==> config.mk <==
export PLATFORM = sky130hd
export DESIGN_NAME = easy_axis_upsizer
export DESIGN_NICKNAME = d
export VERILOG_FILES = /design/src/rtl/easy_axis_upsizer.sv
export SDC_FILE = /design/constraint.sdc
export NUM_CORES = 1
export LEC_CHECK = 0
export BUFFER_PORTS_ARGS = -buffer_cell sky130_fd_sc_hd__buf_2
export CORE_MARGIN = 3
export CORE_UTILIZATION = 56
export CTS_CLUSTER_DIAMETER = 120
export DETAILED_ROUTE_END_ITERATION = 10
export MAX_ROUTING_LAYER = met4
export PLACE_DENSITY = 0.79
export SLEW_MARGIN = 40
export SYNTH_ARGS = -nofsm -noshare
export SYNTH_HDL_FRONTEND = slang
export SYNTH_SLANG_ARGS = --single-unit
export TNS_END_PERCENT = 5
==> constraint.sdc <==
create_clock -name clk -period 1.9 [get_ports clk]
set_clock_uncertainty 0.1 [all_clocks]
set_input_delay 0.095 -clock clk [delete_from_list [all_inputs] [get_ports clk]]
set_output_delay 0.095 -clock clk [all_outputs]
set_load 0.01 [all_outputs]
==> src/rtl/easy_axis_upsizer.sv <==
// easy_axis_upsizer
//   Packs RATIO consecutive DWIDTH-bit AXI-Stream words into one wide beat.
//   Lane 0 occupies the least-significant word. A beat is emitted when the
//   last lane fills or when the input word carries tlast. In a partial beat
//   the unused lanes have keep=0 and zero data.
//   Storage is one accumulation register and one output register. The input
//   can therefore keep streaming while the output beat waits for downstream.
//
// Ports
//   clk, rst_n        clock; synchronous active-low reset
//   s_axis_*          narrow input stream (tdata, tvalid, tlast, tready)
//   m_axis_*          wide output stream (tdata, tkeep, tvalid, tlast, tready)
//   lane_idx          debug: index of the next lane to be filled
module easy_axis_upsizer #(
  parameter int unsigned DWIDTH = 32,
  parameter int unsigned RATIO  = 4
) (
  input  logic                       clk,
  input  logic                       rst_n,
  input  logic [DWIDTH-1:0]          s_axis_tdata,
  input  logic                       s_axis_tvalid,
  input  logic                       s_axis_tlast,
  output logic                       s_axis_tready,
  output logic [DWIDTH*RATIO-1:0]    m_axis_tdata,
  output logic [RATIO-1:0]           m_axis_tkeep,
  output logic                       m_axis_tvalid,
  output logic                       m_axis_tlast,
  input  logic                       m_axis_tready,
  output logic [$clog2(RATIO)-1:0]   lane_idx
);

  localparam int unsigned LW = $clog2(RATIO);
  localparam logic [LW-1:0] LAST_LANE = LW'(RATIO - 1);

  logic [DWIDTH*RATIO-1:0] acc_data_q, acc_data_d;
  logic [RATIO-1:0]        acc_keep_q, acc_keep_d;
  logic [LW-1:0]           lane_q, lane_d;
  logic [DWIDTH*RATIO-1:0] out_data_q, out_data_d;
  logic [RATIO-1:0]        out_keep_q, out_keep_d;
  logic                    out_last_q, out_last_d;
  logic                    out_valid_q, out_valid_d;

  logic                    completes;
  logic                    out_free;
  logic                    s_ready;
  logic                    accept;
  logic [DWIDTH*RATIO-1:0] merged_data;
  logic [RATIO-1:0]        merged_keep;

  always_comb begin
    acc_data_d  = acc_data_q;
    acc_keep_d  = acc_keep_q;
    lane_d      = lane_q;
    out_data_d  = out_data_q;
    out_keep_d  = out_keep_q;
    out_last_d  = out_last_q;
    out_valid_d = out_valid_q;

    completes = (lane_q == LAST_LANE) || s_axis_tlast;
    out_free  = !out_valid_q || m_axis_tready;
    // A non-completing word only touches the accumulator, so it never
    // waits on the output side.
    s_ready   = rst_n && (!completes || out_free);
    accept    = s_axis_tvalid && s_ready;

    merged_data = acc_data_q;
    merged_keep = acc_keep_q;
    for (int unsigned i = 0; i < RATIO; i++) begin
      if (lane_q == LW'(i)) begin
        merged_data[i*DWIDTH +: DWIDTH] = s_axis_tdata;
        merged_keep[i]                  = 1'b1;
      end
    end

    if (out_valid_q && m_axis_tready) begin
      out_valid_d = 1'b0;
    end

    if (accept) begin
      if (completes) begin
        out_data_d  = merged_data;
        out_keep_d  = merged_keep;
        out_last_d  = s_axis_tlast;
        out_valid_d = 1'b1;
        // Clearing the accumulator data too keeps unused lanes of the next
        // partial beat at zero.
        acc_data_d  = '0;
        acc_keep_d  = '0;
        lane_d      = '0;
      end else begin
        acc_data_d  = merged_data;
        acc_keep_d  = merged_keep;
        lane_d      = lane_q + 1'b1;
      end
    end
  end

  always_ff @(posedge clk) begin
    if (!rst_n) begin
      acc_data_q  <= '0;
      acc_keep_q  <= '0;
      lane_q      <= '0;
      out_data_q  <= '0;
      out_keep_q  <= '0;
      out_last_q  <= 1'b0;
      out_valid_q <= 1'b0;
    end else begin
      acc_data_q  <= acc_data_d;
      acc_keep_q  <= acc_keep_d;
      lane_q      <= lane_d;
      out_data_q  <= out_data_d;
      out_keep_q  <= out_keep_d;
      out_last_q  <= out_last_d;
      out_valid_q <= out_valid_d;
    end
  end

  assign s_axis_tready = s_ready;
  assign m_axis_tdata  = out_data_q;
  assign m_axis_tkeep  = out_keep_q;
  assign m_axis_tvalid = out_valid_q;
  assign m_axis_tlast  = out_last_q;
  assign lane_idx      = lane_q;

endmodule

==> impl_metrics.py <==
metrics = {
    "setup_path": {
        "worstSetupPathType": "flop to output port",
        "worst-r2r-setup-slack_ns": 0.10,
        "worst_r2r_path_depth": 7,
        "crit_arrival_ns": 1.63,
        "r2r_end": "m_axis_tdata[60]$_SDFFE_PN0P_",
        "cp_data_required_time_ns": 1.70,
        "path_max_fanout": 10,
        "cp-end-kind": "output port",
        "critPathLaunchType": "flop",
        "timing.rr.start": "lane_idx[1]$_SDFFE_PN0P_",
    },
    "layout": {
        "n_fill_cell": 1424,
        "final_area_um2": 13380,
        "area.growth.synth_to_final_pct": 22.48,
        "nNetsFinal": 1347,
        "n_antenna_cell": 0,
        "drive_gt1_share_pct": 20.97,
    },
    "run_status": {
        "status": "finished, final reports clean",
    },
    "synth": {
        "seq_area_frac_synth_pct": 49.13,
        "syn_nets": 1160,
        "ys_ff_latch": 268,
        "synth_top_area_share_pct": 49.13,
        "syn_area_per_cell_um2": 9.759,
        "synth-main-ff-cell": "dfxtp_1",
        "synthTopCellsByArea": "dfxtp_1 (49%), mux2i_1 (12%), o211a_1 (12%), nand2_1 (11%), a21oi_1 (4.4%)",
        "syn_area_um2": 10920,
        "ys_types": 32,
        "ys_warn_count": 0,
        "async_flop_share_pct": 0,
        "yosys.area.top_type": "dfxtp_1",
        "synth_cells": 1119,
        "synth_edf_count": 0,
    },
    "clock_tree": {
        "cts.reportedPaths.clkPinSlew_ns": 0.06,
        "clock-root-buffer": "clkbuf_16",
        "htreeDepth": 1,
        "worstSkewPairLatency_ns": 0.53,
        "postCtsSetupBuffers": 0,
        "cts_max_path_buffers": 3,
        "cts.sinks": 268,
        "cts_tree": "built",
        "cts-buffers-inserted": 28,
    },
    "timing": {
        "setup_ws_ns": 0.07541,
        "worst_hold_slack_ns": 0.3218,
        "fmax_mhz": 548.1,
        "rsz0062_at_grt": "no",
        "drv_slew": 0,
        "setup_viol": 0,
        "min_period_ns": 1.825,
        "finalCritPeriodShare_pct": 96.03,
        "max_slew.worst_pin.slew_ns": 0.6361,
        "tns_ns": 0,
        "slew_headroom_pct": 57.59,
        "hold_violations": 0,
    },
    "die": {
        "core_um2": 18960,
        "core.rowCount": 50,
        "start_util_pct": 57.61,
        "dieHeight_um": 145.6,
        "dieArea_um2": 21210,
        "die_x_um": 145.6,
        "ioPinCount": 174,
    },
    "place": {
        "hpwl_um": 17280,
        "io_buffers": 173,
        "gp_congestion": 0.7916,
        "post_dp_cell_area_um2": 12080,
        "dp_slack_ns": 0.08178,
    },
    "global_routing": {
        "grt_start_max_net_pins": 103,
        "grt_usage_pct": 26.13,
        "grt_pass1_wl_um": 45140,
        "grt_pass1_vias": 8709,
        "antenna_found_initial": 0,
        "gr-total-overflow": 0,
    },
    "drt": {
        "via_per_inst": 5.557,
        "drtPass1Iterations": 5,
        "drc": 0,
        "wl_per_cell_um": 17.34,
        "antenna_left": 0,
        "drt_iter0_drc": 421,
        "num_vias": 8814,
        "routed_wl_um": 27500,
    },
    "hold_path": {
        "min_path_cells": 4,
        "hp-start": "s_axis_tdata[30]",
        "hp-class": "primary input to flop",
        "min_to": "acc_data_q[30]$_SDFFE_PN0P_",
    },
    "power_and_ir_drop": {
        "pwr_density_cell_nw_per_um2": 954.0,
        "ir_worst_vdd_mv": 0.6191,
        "p_leak_nw": 6.807,
        "finalPower_mw": 12.76,
    },
    "run": {
        "drv_cap": 0,
    },
}
-- layout by cell type, fill, tap and decap left out, types with 2 or more instances in the layout --
cell / Yosys / routed
clkbuf_16: 0 / 29
buf_2: 44 / 172
o2111a_4: 3 / 3
buf_12: 0 / 24
nand2_1: 321 / 321
clkbuf_8: 0 / 7
inv_1: 2 / 2
o211a_1: 128 / 128
ha_2: 0 / 3
dfxtp_1: 268 / 267
o2111ai_4: 3 / 3
a21oi_1: 96 / 96
nor3_1: 3 / 3
nor2_1: 12 / 12
nor3b_1: 3 / 3
clkinv_2: 0 / 4
clkbuf_1: 14 / 8
buf_4: 11 / 24
mux2i_1: 128 / 128
and3_1: 33 / 33
dlygate4sd3_1: 0 / 36
-- worst max path at each step --
stage	startpoint	slack, ns	to	cells past startpoint
final	lane_idx[0]$_SDFFE_PN0P_	0.08	s_axis_tready	5
after global placement	lane_idx[0]$_SDFFE_PN0P_	0.13	m_axis_tdata[101]$_SDFFE_PN0P_	5
after CTS	lane_idx[0]$_SDFFE_PN0P_	0.03	s_axis_tready	5
after floorplan	lane_idx[0]$_SDFFE_PN0P_	0.15	m_axis_tdata[118]$_SDFFE_PN0P_	8
after global routing	lane_idx[0]$_SDFFE_PN0P_	0.02	s_axis_tready	5
after detailed placement	lane_idx[0]$_SDFFE_PN0P_	0.08	m_axis_tdata[108]$_SDFFE_PN0P_	5
-- sequential cells by signal (all words and copies together) (netlist names) --
| register | flops |
|---|---|
| acc_data_q | 128 |
| acc_keep_q | 4 |
| lane_idx | 2 |
| m_axis_tdata | 128 |
| m_axis_tkeep | 4 |
| m_axis_tlast | 1 |
| m_axis_tvalid | 1 |
-- cells by family after synthesis --
family | count (synthesis) | synth area share, %
AO/OA/AOI/OAI | 236 | 17.80
multiplexers | 128 | 11.73
buffers and inverters | 102 | 6.519
XOR/XNOR | 1 | 0.08022
adder cells (fa/ha/maj) | 4 | 0.4583
flip-flops | 268 | 49.13
AND/OR/NAND/NOR | 380 | 14.28
-- synthesized netlist by cell type, drive strengths merged, types with 2 or more instances --
cell type	count
o211a	128
nor3	3
dfxtp	268
a21oi	96
clkbuf	14
buf	86
nand2	322
nor2	13
o2111ai	3
nor3b	3
and3	33
mux2i	128
ha	4
inv	2
o2111a	3
-- critical path, stage by stage (launching register included) --
cell and delay, ns:
dfxtp_2 0.35, ha_4 0.17, nor2_4 0.12, buf_12 0.16, o21a_1 0.15, buf_2 0.14
-- routing by layer --
layer | part of all wire (%) | wire length, um | vias to the layer above | GRT usage, %
met5 | 0 | 0 | - | -
met4 | 2.6 | 703 | 0 | 7.645
met3 | 5.9 | 1615 | 52 | 4.547
met2 | 49 | 13370 | 255 | 44.36
met1 | 43 | 11810 | 4256 | 32.12
li1 | - | - | 4251 | -
-- power by group --
group | total [mW] | switching (mW) | internal [mW]
combinational | 1.41 | 0.797 | 0.617
sequential | 5.98 | 0.131 | 5.85
clock | 5.37 | 2.17 | 3.19
-- stage by stage --
stage	cells	utilization, %
2_1_floorplan	1119	-
5_1_grt	1586	70.56
3_5_place_dp	1500	63.73
4_1_cts	1586	70.46
3_3_place_gp	1500	63.73
6_report	1586	70.56
-- final cells by class --
cell class / instances / area, um^2 / share of cell area (%)
inverters: 2 / 7.507 / 0.05613
well taps: 260 / 325.3 / 2.432
clock buffers: 44 / 852.1 / 6.370
clock inverters: 6 / 58.81 / 0.4397
repair buffers: 257 / 1893 / 14.15
multi-input cells: 749 / 4872 / 36.43
flip-flops and latches: 268 / 5366 / 40.12
-- timing repair --
item,in CTS,in global routing
gates resized for setup,2,3
cloned,0,0
endpoints found under the hold margin,240,0
endpoints found under the setup margin,1,2
pin swaps,0,0
hold buffers,36,0
(Power assumes the default switching activity.)
